**src/rtl/fetch_sequencer_if.sv**
```systemverilog
// Fetch sequencer bus bundle.
// Groups the three handshakes around the fetch stage:
//   - redirect from execute:   br_taken, br_target
//   - instruction memory:      imem_req, imem_addr (out), imem_ack, imem_data (in)
//   - decode valid/ready:      inst, inst_pc, inst_valid (out), inst_ready (in)
// Modport master is the fetch sequencer; slave is the surrounding pipeline and memory.
interface fetch_sequencer_if #(
  parameter int unsigned WIDTH = 16
);
  logic             br_taken;
  logic [WIDTH-1:0] br_target;

  logic             imem_req;
  logic [WIDTH-1:0] imem_addr;
  logic             imem_ack;
  logic [WIDTH-1:0] imem_data;

  logic [WIDTH-1:0] inst;
  logic [WIDTH-1:0] inst_pc;
  logic             inst_valid;
  logic             inst_ready;

  modport master (
    input  br_taken, br_target, imem_ack, imem_data, inst_ready,
    output imem_req, imem_addr, inst, inst_pc, inst_valid
  );

  modport slave (
    output br_taken, br_target, imem_ack, imem_data, inst_ready,
    input  imem_req, imem_addr, inst, inst_pc, inst_valid
  );
endinterface

```
**src/rtl/fetch_sequencer.sv**
```systemverilog
// Fetch sequencer for the 16-bit CPU.
// Owns the PC, issues one instruction-memory request at a time, holds the returned
// word for decode over valid/ready, and redirects fetch to the branch-adder target.
// Ports:
//   clk  - system clock, all state on the rising edge
//   rst  - synchronous active-high reset
//   bus  - fetch_sequencer_if.master (redirect, imem request/ack, decode valid/ready)
// All bus outputs are registered.
module fetch_sequencer #(
  parameter int unsigned      WIDTH    = 16,
  parameter logic [WIDTH-1:0] RESET_PC = '0,
  parameter logic [WIDTH-1:0] PC_INC   = WIDTH'(1)
) (
  input logic                clk,
  input logic                rst,
  fetch_sequencer_if.master  bus
);

  typedef enum logic [1:0] {StFetch, StHold, StDiscard} state_e;

  state_e           state_q;
  logic [WIDTH-1:0] pc_q;
  logic             req_q;
  logic [WIDTH-1:0] addr_q;
  logic [WIDTH-1:0] inst_q;
  logic [WIDTH-1:0] inst_pc_q;
  logic             valid_q;

  assign bus.imem_req   = req_q;
  assign bus.imem_addr  = addr_q;
  assign bus.inst       = inst_q;
  assign bus.inst_pc    = inst_pc_q;
  assign bus.inst_valid = valid_q;

  always_ff @(posedge clk) begin
    if (rst) begin
      state_q   <= StFetch;
      pc_q      <= RESET_PC;
      req_q     <= 1'b0;
      addr_q    <= RESET_PC;
      inst_q    <= '0;
      inst_pc_q <= '0;
      valid_q   <= 1'b0;
    end else begin
      unique case (state_q)
        StFetch: begin
          if (!req_q) begin
            // Only reached on the first cycle after reset; any ack seen here belongs
            // to a request that reset aborted, so it is ignored.
            req_q <= 1'b1;
            if (bus.br_taken) begin
              pc_q   <= bus.br_target;
              addr_q <= bus.br_target;
            end else begin
              addr_q <= pc_q;
            end
          end else if (bus.imem_ack) begin
            if (bus.br_taken) begin
              // Returned word is on the wrong path: drop it and re-request at target.
              pc_q   <= bus.br_target;
              addr_q <= bus.br_target;
            end else begin
              inst_q    <= bus.imem_data;
              inst_pc_q <= pc_q;
              valid_q   <= 1'b1;
              pc_q      <= pc_q + PC_INC;
              req_q     <= 1'b0;
              state_q   <= StHold;
            end
          end else if (bus.br_taken) begin
            // Request cannot be withdrawn; wait out its ack and drop the data.
            pc_q    <= bus.br_target;
            state_q <= StDiscard;
          end
        end

        StHold: begin
          // Redirect outranks acceptance: the held word is flushed.
          if (bus.br_taken) begin
            valid_q <= 1'b0;
            pc_q    <= bus.br_target;
            req_q   <= 1'b1;
            addr_q  <= bus.br_target;
            state_q <= StFetch;
          end else if (bus.inst_ready) begin
            valid_q <= 1'b0;
            req_q   <= 1'b1;
            addr_q  <= pc_q;
            state_q <= StFetch;
          end
        end

        StDiscard: begin
          if (bus.imem_ack) begin
            // Latest redirect wins, including one arriving with the ack.
            if (bus.br_taken) begin
              pc_q   <= bus.br_target;
              addr_q <= bus.br_target;
            end else begin
              addr_q <= pc_q;
            end
            state_q <= StFetch;
          end else if (bus.br_taken) begin
            pc_q <= bus.br_target;
          end
        end

        default: begin
          state_q <= StFetch;
          req_q   <= 1'b0;
          valid_q <= 1'b0;
        end
      endcase
    end
  end

endmodule

```
**src/flat_wrapper.sv**
```systemverilog
// flat-port wrapper written by rule: the top's interface ports become plain ports
module fetch_sequencer_flat 
#(
  parameter int unsigned      WIDTH    = 16,
  parameter logic [WIDTH-1:0] RESET_PC = '0,
  parameter logic [WIDTH-1:0] PC_INC   = WIDTH'(1)
)
  (clk, rst, bus_br_taken, bus_br_target, bus_imem_ack, bus_imem_data, bus_inst_ready, bus_imem_req, bus_imem_addr, bus_inst, bus_inst_pc, bus_inst_valid);
  fetch_sequencer_if #(.WIDTH(WIDTH)) bus_i ();
  input logic clk;
  input logic rst;
  input wire logic [$bits(bus_i.br_taken)-1:0] bus_br_taken;
  input wire logic [$bits(bus_i.br_target)-1:0] bus_br_target;
  input wire logic [$bits(bus_i.imem_ack)-1:0] bus_imem_ack;
  input wire logic [$bits(bus_i.imem_data)-1:0] bus_imem_data;
  input wire logic [$bits(bus_i.inst_ready)-1:0] bus_inst_ready;
  output wire logic [$bits(bus_i.imem_req)-1:0] bus_imem_req;
  output wire logic [$bits(bus_i.imem_addr)-1:0] bus_imem_addr;
  output wire logic [$bits(bus_i.inst)-1:0] bus_inst;
  output wire logic [$bits(bus_i.inst_pc)-1:0] bus_inst_pc;
  output wire logic [$bits(bus_i.inst_valid)-1:0] bus_inst_valid;
  assign bus_i.br_taken = bus_br_taken;
  assign bus_i.br_target = bus_br_target;
  assign bus_i.imem_ack = bus_imem_ack;
  assign bus_i.imem_data = bus_imem_data;
  assign bus_i.inst_ready = bus_inst_ready;
  assign bus_imem_req = bus_i.imem_req;
  assign bus_imem_addr = bus_i.imem_addr;
  assign bus_inst = bus_i.inst;
  assign bus_inst_pc = bus_i.inst_pc;
  assign bus_inst_valid = bus_i.inst_valid;
  fetch_sequencer #(.WIDTH(WIDTH), .RESET_PC(RESET_PC), .PC_INC(PC_INC)) u_core (.clk(clk), .rst(rst), .bus(bus_i));
endmodule
```
**config.mk**
```make
export PLATFORM = sky130hd
export DESIGN_NAME = fetch_sequencer_flat
export DESIGN_NICKNAME = d
export VERILOG_FILES = /design/src/rtl/fetch_sequencer_if.sv /design/src/rtl/fetch_sequencer.sv /design/src/flat_wrapper.sv
export SDC_FILE = /design/constraint.sdc
export NUM_CORES = 1
export LEC_CHECK = 0
export BUFFER_PORTS_ARGS = -buffer_cell sky130_fd_sc_hd__buf_2
export CAP_MARGIN = 20
export CORE_ASPECT_RATIO = 0.6
export CORE_MARGIN = 2
export CORE_UTILIZATION = 53
export DETAILED_ROUTE_END_ITERATION = 8
export PLACE_DENSITY = 0.86
export SYNTH_ARGS = -nofsm -noshare
export SYNTH_HDL_FRONTEND = slang
export SYNTH_SLANG_ARGS = --single-unit
```
**constraint.sdc**
```tcl
create_clock -name clk -period 2.3 [get_ports clk]
set_input_delay 0 -clock clk [delete_from_list [all_inputs] [get_ports clk]]
set_output_delay 0 -clock clk [all_outputs]
set_load 0.01 [all_outputs]
```
# Word-level counts from Yosys, hierarchy flattened
# Cells that the tools add are included.
dict set report op_classes {
  n_reduce_logical 9
  mux 32
  n_eq_ne 11
  addsub 1
  bitwise 2
}
# cell n
set ops {}
lappend ops {{2-to-1 mux 16 bit} 10}
lappend ops {{one-hot mux 16 bit (3 select lines)} 1}
lappend ops {{one-hot mux 16 bit (2 select lines)} 1}
lappend ops {{adder 16 x 1 -> 16 bit, second input constant} 1}
lappend ops {{!= test 3 bit, second input constant} 5}
lappend ops {{AND reduction 5 bit} 3}
lappend ops {{2-to-1 mux 2 bit} 7}
lappend ops {{2-to-1 mux 1 bit} 10}
lappend ops {{!= test 2 bit, second input constant} 3}
lappend ops {{one-hot mux 1 bit (3 select lines)} 2}
lappend ops {{one-hot mux 2 bit (3 select lines)} 1}
lappend ops {{AND reduction 4 bit} 1}
lappend ops {{nonzero test 3 bit} 1}
lappend ops {{== test 2 x 1 -> 1 bit, second input constant} 1}
lappend ops {{== test 2 bit, second input constant} 1}
lappend ops {{zero test 2 bit} 1}
lappend ops {{!= test 2 x 1 -> 1 bit, second input constant} 1}
lappend ops {{inverter 1 bit} 2}
lappend ops {{AND reduction 2 bit} 1}
lappend ops {{nonzero test 2 bit} 1}
lappend ops {{OR reduction 2 bit} 1}
dict set report totals {
  reg_bits 68
  inputBits 37
  output_inout_bits 50
  elab_cells 62
}

# Longest topological paths before layout
# Gate-level depths: netlist (run 1).
dict set report logic_depth {
  word_depth 5
  depth_mapped 7
  mapped_depth_nobuf 6
}

# Worst setup path before layout (run 1)
# OpenSTA, ideal clock, no wires.
dict set report synth_path {
  path_type {register to register}
  start {reg u_core.state_q[0]}
  end {reg u_core.addr_q[10] (netlist: u_core.bus.imem_addr[10])}
  required_ns 2.155
  path_buffers 1
  stages_incl_launch_ff 8
  setup_ns 0.145
  slack_ns 0.478
  period_less_slack_ns 1.822
  arrival_time_ns 1.678
  cell_sequence {dfxtp_1 inv_1 ha_1 inv_1 a21oi_4 clkbuf_4 mux2i_1 a211oi_2}
}
dict set report synth_via {
  elab_chain_cells 3
  elab_cells_between_ends 10
  classes_between {6 x eq/ne; 1 x mux; 3 x reduce/logical}
}
# item line
set synth_rtl {}
lappend synth_rtl {{from (decl)} fetch_sequencer.sv:21} ;# state_e state_q;
lappend synth_rtl {{from (signal assigned)} fetch_sequencer.sv:37} ;# state_q <= StFetch;
lappend synth_rtl {{from (signal assigned)} fetch_sequencer.sv:68} ;# state_q <= StHold;
lappend synth_rtl {{from (signal assigned)} fetch_sequencer.sv:73} ;# state_q <= StDiscard;
lappend synth_rtl {{== test 2 x 1 -> 1 bit, or another cell as far along} fetch_sequencer.sv:45} ;# unique case (state_q)
lappend synth_rtl {{!= test 3 bit (no source line), or another cell as far along} --}
lappend synth_rtl {{AND reduction 5 bit (no source line)} --}
lappend synth_rtl {{to (signal assigned)} fetch_sequencer.sv:53} ;# addr_q <= bus.br_target;
lappend synth_rtl {{to (signal assigned)} fetch_sequencer.sv:55} ;# addr_q <= pc_q;
lappend synth_rtl {{to (signal assigned)} fetch_sequencer.sv:61} ;# addr_q <= bus.br_target;
lappend synth_rtl {{to (decl)} fetch_sequencer.sv:24} ;# logic [WIDTH-1:0] addr_q;
# Parallel ways exist; a longest one is shown, timed or not.
# A chain may end at the register's enable or synchronous reset.

# Worst setup path after layout (run 1)
dict set report layout_path {
  start {reg u_core.state_q[0]}
  end {reg u_core.pc_q[15]}
}
dict set report layout_via {
  elab_chain_cells 3
  elab_cells_between_ends 6
  classes_between {2 x eq/ne; 1 x mux; 3 x reduce/logical}
}
# item line
set layout_rtl {}
lappend layout_rtl {{== test 2 x 1 -> 1 bit or == test 2 bit (tied branches)} fetch_sequencer.sv:45}
lappend layout_rtl {{OR reduction 2 bit (no source line)} --}
lappend layout_rtl {{one-hot mux 16 bit (2 select lines) or nonzero test 2 bit (tied branches)} --}
lappend layout_rtl {{to (signal assigned)} fetch_sequencer.sv:52} ;# pc_q <= bus.br_target;
lappend layout_rtl {{to (signal assigned)} fetch_sequencer.sv:60} ;# pc_q <= bus.br_target;
lappend layout_rtl {{to (signal assigned)} fetch_sequencer.sv:66} ;# pc_q <= pc_q + PC_INC;
lappend layout_rtl {{to (decl)} fetch_sequencer.sv:22} ;# logic [WIDTH-1:0] pc_q;
# Parallel ways exist; a longest one is shown, timed or not.

==> results of run 1 <==
-- cells by family after synthesis --
| group | count (synthesis) |
|---|---|
| AO/OA/AOI/OAI | 101 |
| AND/OR/NAND/NOR | 156 |
| adder cells (fa/ha/maj) | 6 |
| multiplexers | 21 |
| buffers and inverters | 43 |
| flip-flops | 68 |
-- registers in the layout (all words and copies together) (netlist names) --
register	flops
u_core.bus.imem_addr	16
u_core.bus.inst	16
u_core.bus.inst_pc	16
u_core.pc_q	16
u_core.state_q	2
u_core.bus.imem_req	1
u_core.bus.inst_valid	1
-- power groups by stage --
stage | logic, W | registers (W) | clock network (W)
3_3_place_gp | 0.000552 | 0.00137 | 0
2_1_floorplan | 0.000382 | 0.00138 | 0
4_1_cts | 0.000605 | 0.00135 | 0.00103
3_5_place_dp | 0.000569 | 0.00137 | 0
5_1_grt | 0.000659 | 0.00136 | 0.00108
6_report | 0.000610 | 0.00135 | 0.00102
-- metal layers --
metal,wire length (um),share of wire (%),vias to the layer above
li1,-,-,1607
met1,4230,45,1581
met2,4090,43,173
met3,972,10,25
met4,204,2.1,0
met5,0,0,-
-- layout by cell type, fill, tap and decap left out, drive strengths merged, types with 3 or more instances in the layout --
cell type | synthesis | routed
nor2b | 6 | 6
mux2i | 21 | 21
clkbuf | 18 | 12
dlygate4sd3 | 0 | 25
nand2b | 3 | 3
nand4 | 5 | 5
nor4 | 6 | 6
nand2 | 74 | 74
a22oi | 10 | 10
inv | 10 | 10
nor3 | 8 | 8
nand3 | 7 | 7
nor2 | 30 | 30
dfxtp | 68 | 68
a21oi | 44 | 44
buf | 15 | 96
a211oi | 17 | 17
o211ai | 3 | 3
ha | 6 | 6
a31oi | 5 | 5
-- critical path, cell delays in order, from the launching register on --
cell and delay [ns]:
dfxtp_1 0.42, inv_1 0.11, ha_1 0.35, nand3b_1 0.32, a21o_1 0.30, a32o_1 0.23, a211o_1 0.28
-- area by class of cell --
type                    count  area share, %
multi-input cells         284           41.9
flip-flops and latches     68           32.0
repair buffers            121           18.0
clock buffers              12           3.64
well taps                  84           2.47
clock inverters             4           1.12
inverters                  10          0.882
-- worst max path at each step --
stage                      startpoint                       end  cells past startpoint
finish              u_core.state_q[0]           u_core.pc_q[15]                      6
global route        u_core.state_q[0]           u_core.pc_q[13]                      6
CTS                 u_core.state_q[0]           u_core.pc_q[15]                      6
detailed placement  u_core.state_q[0]           u_core.pc_q[15]                      6
global placement    u_core.state_q[0]           u_core.pc_q[15]                      6
floorplan           u_core.state_q[0]  u_core.bus.imem_addr[10]                      7
-- through the flow --
stage | std cells | power [W] | utilization, % | hold WS (ns) | setup slack, ns
2_1_floorplan | 395 | 0.00176 | - | 0.136 | 0.478
3_3_place_gp | 542 | 0.00192 | 62.2 | 0.240 | 0.351
3_5_place_dp | 542 | 0.00194 | 62.2 | 0.246 | 0.252
4_1_cts | 583 | 0.00298 | 69.7 | 0.00117 | 0.193
5_1_grt | 583 | 0.00310 | 69.7 | 0.0287 | 0.0750
6_report | 583 | 0.00298 | 69.7 | 0.0179 | 0.174
==> out/results.ini, run 1 <==
[drt]
ant_nets = 0
wirelength_um = 9500
post_drt_wl_per_cell_um = 16.3
vias = 3386
drt_first_pass_iters = 5
drt_iter0_drc = 293
drc = 0
routed_via_density = 5.81

[synthesis]
synth_ff_type = dfxtp_1
synth_top_cell_area_share_pct = 40.6
yosys.area.top_type = dfxtp_1
synth_xor_area_share_pct = 0
synth.avg_cell_area_um2 = 8.48
ys_ff_latch = 68
synth-simple-area-share_pct = 21.8
synth-edff-count = 0
synth_most_common_cell = nand2_1
synth_area_leaders = dfxtp_1 (41%), nand2_1 (8.3%), a21oi_1 (6.4%)
synth_seq_area_share_pct = 40.6
synth-compound-area-share_pct = 22.9
yosys.area_share.adder_pct = 2.24
syn_nets = 438
synth_mux_area_share_pct = 6.27
ys_warn_count = 0
synth_area_um2 = 3350
syn_inst = 395
synth_top_family_by_area = compound AO/OA/AOI/OAI gates
synth_common_cells = nand2_1 (74), dfxtp_1 (68), a21oi_1 (43)
synth_cell_types = 58
async_reset_ff_share_pct = 0

[power]
max-vdd-ir-drop_v = 0.000432
internal-power_w = 0.00210
power-per-cell-area_nw_per_um2 = 700
cellLeakagePower_nw = 1.79
pwr-share-seq_pct = 45.3
p_sw_w = 0.000884
p_clk_share_pct = 34.2
combPwrFrac_pct = 20.5
swShare_pct = 29.7

[critical_path]
worstSetupPathType = reg2reg
reg2reg_to = u_core.pc_q[15]
cp.required_ns = 2.55
cp.arrival_ns = 2.37
setup.worst_path.end_class = flop
critPathMaxFanout = 7
r2r_setup_slack_ns = 0.17
start_kind = flop
reg2regPathDepth = 6
reg2reg_from = u_core.state_q[0]

[min_path]
hold_start = bus_br_target[15]
holdPathStages = 3
min_to = u_core.bus.imem_addr[15]
hold_class = in2reg

[floorplan]
start_util_pct = 54.8
core-area_um2 = 6110
die_h_um = 65.6
io_pins = 87
dieArea_um2 = 7000
die_w_um = 107
num_rows = 22

[job]
cap_violations = 0

[clocking]
cts_setup_buffers = 0
cts_hold_buf = 25
h-tree-depth = 3
clock_insertion_delay_worst_skew_ns = 0.36
cts_resized = 0
cts_max_path_buffers = 2
cts_tree = yes
cts-root-buf = clkbuf_8
numCtsBuffers = 9
clock-sinks = 68
clkTransAtPathRegs_ns = 0.07

[layout]
fill_cells = 502
post-route-cell-area_um2 = 4260
diodes = 0
multiInputGateArea_um2 = 1780
regArea_um2 = 1360
syn2layout_area_growth_pct = 27.0
drive_gt1_share_pct = 26.9
fin_nets = 537

[sta]
fin_tns_setup_ns = 0
maxSlewHeadroom_pct = 50.2
rsz0062_at_grt = false
slew_viol_final = 0
finalCritPeriodShare_pct = 92.4
finalHoldViolCount = 0
min_period_ns = 2.13
max_slew.worst_pin.slew_ns = 0.744
fin_worst_skew_ns = 0.00693
fmax_mhz = 470
finalSetupViolations = 0

[placed_design]
place.gp.congestion = 0.942
dp_hpwl_um = 6360
port-buffer-count = 86
postPlaceCellArea_um2 = 3800

[global_routing]
gr-total-overflow = 0
met2_usage_pct = 40.4
grt_pass1_wl_um = 14800
antenna_found_initial = 0
busiest_layer = met2
met3_usage_pct = 7.94
track_usage_pct = 27.5
grt_use_met1_pct = 38.1
grt_pass1_vias = 2990
grt_max_degree = 38

[status]
status = complete, no violations

No activity file was read; power rests on OpenSTA's default activity.
==> inputs of run 2 (changes only) <==
--- a/config.mk
+++ b/config.mk
@@ -12,6 +12,7 @@
 export CORE_UTILIZATION = 53
 export DETAILED_ROUTE_END_ITERATION = 8
 export PLACE_DENSITY = 0.86
+export SETUP_SLACK_MARGIN = 0.4
 export SYNTH_ARGS = -nofsm -noshare
 export SYNTH_HDL_FRONTEND = slang
 export SYNTH_SLANG_ARGS = --single-unit
==> constraint.sdc (replaced) <==
create_clock -name clk -period 2 [get_ports clk]
set_input_delay 0 -clock clk [delete_from_list [all_inputs] [get_ports clk]]
set_output_delay 0 -clock clk [all_outputs]
set_load 0.01 [all_outputs]
==> run 2 against run 1 <==
  * Final area increased by 15%
  * Clock power is 28% higher
  * Core utilization rose by 11 points
  * Wire length rose by 32%
  * Sequential power is 16% higher
  * Non-clock buffer count up 35
  * Final cell count rose by 6.0%
  * Die area is the same
  * Maximum frequency is 17% higher
  * Setup slack gained 0.0039 ns
  * Combinational power is 64% higher
  * Via count is 14% higher
==> out/results.ini, run 2 (same netlist as run 1, synthesis figures left out) <==
[critical_path]
slowest_delay_ns = 0.40  ; was 0.42 ns
worstSetupPathType = reg2reg  ; unchanged
start_kind = flop  ; unchanged
cp_top_family = simple AND/OR/NAND/NOR gates  ; was compound AO/OA/AOI/OAI gates
cp.required_ns = 2.23  ; was 2.55 ns
crit_chain = inv_4, ha_4, nand4b_1, buf_4, nor4_2, mux2i_1, a21oi_1  ; was inv_1, ha_1, nand3b_1, a21o_1, a32o_1, a211o_1
critical_path_buf_inv_count = 2  ; was 1
critPathMaxFanout = 5  ; was 7
r2r_setup_slack_ns = 0.18  ; was 0.17 ns
slowest_stage = dfxtp_4  ; was dfxtp_1
cp.arrival_ns = 2.06  ; was 2.37 ns
setup.worst_path.end_class = flop  ; unchanged

[drt]
ant_nets = 0  ; unchanged
vias = 3870  ; was 3386
routed_via_density = 6.26  ; was 5.81
drt_first_pass_iters = 7  ; was 5
drc = 0  ; unchanged
drt_iter0_drc = 627  ; was 293
wirelength_um = 12500  ; was 9500 um
post_drt_wl_per_cell_um = 20.3  ; was 16.3 um

[sta]
finalSetupViolations = 0  ; unchanged
max_slew.worst_pin.slew_ns = 0.512  ; was 0.744 ns
maxSlewHeadroom_pct = 65.8  ; was 50.2%
finalHoldViolCount = 0  ; unchanged
fin_worst_skew_ns = 0.0119  ; was 0.00693 ns
min_period_ns = 1.82  ; was 2.13 ns
rsz0062_at_grt = true  ; was false
fin_tns_setup_ns = 0  ; unchanged
hold_ws_ns = 0.0210  ; was 0.0179 ns
slew_viol_final = 0  ; unchanged
fmax_mhz = 549  ; was 470 MHz
worst_slack_ns = 0.178  ; was 0.174 ns
finalCritPeriodShare_pct = 91.1  ; was 92.4%

[global_routing]
track_usage_pct = 32.6  ; was 27.5%
grt_pass1_vias = 3434  ; was 2990
grt_max_degree = 39  ; was 38
grt_pass1_wl_um = 17600  ; was 14800 um
antenna_found_initial = 0  ; unchanged
gr-total-overflow = 0  ; unchanged

[power]
internal-power_w = 0.00268  ; was 0.00210 W
p_clk_share_pct = 33.9  ; was 34.2%
combPwrFrac_pct = 25.9  ; was 20.5%
pwr-share-seq_pct = 40.2  ; was 45.3%
cellLeakagePower_nw = 2.09  ; was 1.79 nW
p_sw_w = 0.00119  ; was 0.000884 W
power-per-cell-area_nw_per_um2 = 789  ; was 700 nW/um^2
max-vdd-ir-drop_v = 0.000634  ; was 0.000432 V
swShare_pct = 30.8  ; was 29.7%

[clocking]
cts_max_path_buffers = 2  ; unchanged
cts-root-buf = clkbuf_8  ; unchanged
clock-sinks = 68  ; unchanged
clock_insertion_delay_worst_skew_ns = 0.37  ; was 0.36 ns
numCtsBuffers = 9  ; unchanged
cts_tree = yes  ; unchanged
clkTransAtPathRegs_ns = 0.08  ; was 0.07 ns
h-tree-depth = 3  ; unchanged

[status]
status = complete, no violations  ; unchanged

[placed_design]
place_inst = 549  ; was 542
dp_hpwl_um = 6590  ; was 6360 um
place.gp.congestion = 0.942  ; about the same
post-place-ws_ns = 0.187  ; was 0.252 ns
port-buffer-count = 86  ; unchanged
postPlaceCellArea_um2 = 3930  ; was 3800 um^2

[floorplan]
io_pins = 87  ; unchanged
die_h_um = 65.6  ; unchanged
dieArea_um2 = 7000  ; unchanged
core-area_um2 = 6110  ; unchanged
num_rows = 22  ; unchanged
start_util_pct = 54.8  ; unchanged
die_w_um = 107  ; unchanged

[layout]
final_common_cell = buf_2  ; unchanged
diodes = 0  ; unchanged
final_cells = 618  ; was 583
fill_cells = 352  ; was 502
fin_nets = 572  ; was 537
layout_common_cells = buf_2 (86), nand2_1 (73), dfxtp_1 (64)  ; was buf_2 (86), nand2_1 (74), dfxtp_1 (68)
drive_gt1_share_pct = 39.3  ; was 26.9%
post-route-cell-area_um2 = 4920  ; was 4260 um^2
syn2layout_area_growth_pct = 46.7  ; was 27.0%

[min_path]
hold_class = in2reg  ; unchanged

[job]
cap_violations = 0  ; unchanged

==> run 2: changes by cell type in the layout (fill, tap and decap cells not counted), moves of 4 or more <==
cell / delta
buf_4: +20
buf_6: +8
nor2_1: -6
nor2_2: +6
nor3_1: -5
nor4_1: -5
dfxtp_1: -4
==> run 2: path summary, 6_finish.rpt <==
kind                 startpoint                 end  depth (start not counted)
max reg2reg   u_core.state_q[0]     u_core.pc_q[13]                          7
min reg2reg  u_core.bus.inst[3]  u_core.bus.inst[3]                          2
max           u_core.state_q[0]     u_core.pc_q[13]                          7
min           bus_br_target[15]     u_core.pc_q[15]                          3
==> run 2: final cells by class <==
type	count	area, um^2	share of cell area [%]
clock buffer	11	141	2.88
sequential	68	1370	27.9
timing repair buffer	156	1160	23.6
inverter	10	42.5	0.865
tap	84	105	2.14
clock inverter	5	85.1	1.73
multi-input combinational	284	2010	40.9
==> run 2: timing repair <==
action,4_1_cts,5_1_grt
buffers inserted,17,7
hold endpoints to repair,26,0
hold buffers,26,0
endpoints found under the setup margin,34,34
gates resized for setup,17,34
cloned,3,0
pin swaps,16,28
==> run 2: layer usage <==
layer / track usage, % / share of wire [%] / vias to the layer above
li1: - / - / 1669
met1: 44.5 / 39 / 1783
met2: 49.9 / 44 / 334
met3: 9.42 / 13 / 84
met4: 10.2 / 4.4 / 0
met5: 0 / 0 / -
==> run 2: worst reg2reg max path: cells and delay by family (launching register included) <==
| family | cells | cell delay, ns |
|---|---|---|
| AND/OR/NAND/NOR | 2 | 0.43 |
| adder cells (fa/ha/maj) | 1 | 0.22 |
| buffers and inverters | 2 | 0.27 |
| AO/OA/AOI/OAI | 1 | 0.09 |
| flip-flops | 1 | 0.40 |
| multiplexers | 1 | 0.27 |
==> run 2: power groups by stage <==
stage	logic (W)	registers [W]	clock network [W]
floorplan	0.000454	0.00159	0
global placement	0.000670	0.00157	0
detailed placement	0.000692	0.00158	0
finish	0.00100	0.00156	0.00131
global route	0.00105	0.00157	0.00137
CTS	0.000901	0.00155	0.00130
==> run 2: stage by stage <==
step,utilization (%),power (W)
6_report,80.4,0.00388
3_3_place_gp,64.2,0.00224
2_1_floorplan,-,0.00204
4_1_cts,77.1,0.00375
3_5_place_dp,64.2,0.00227
5_1_grt,80.4,0.00400
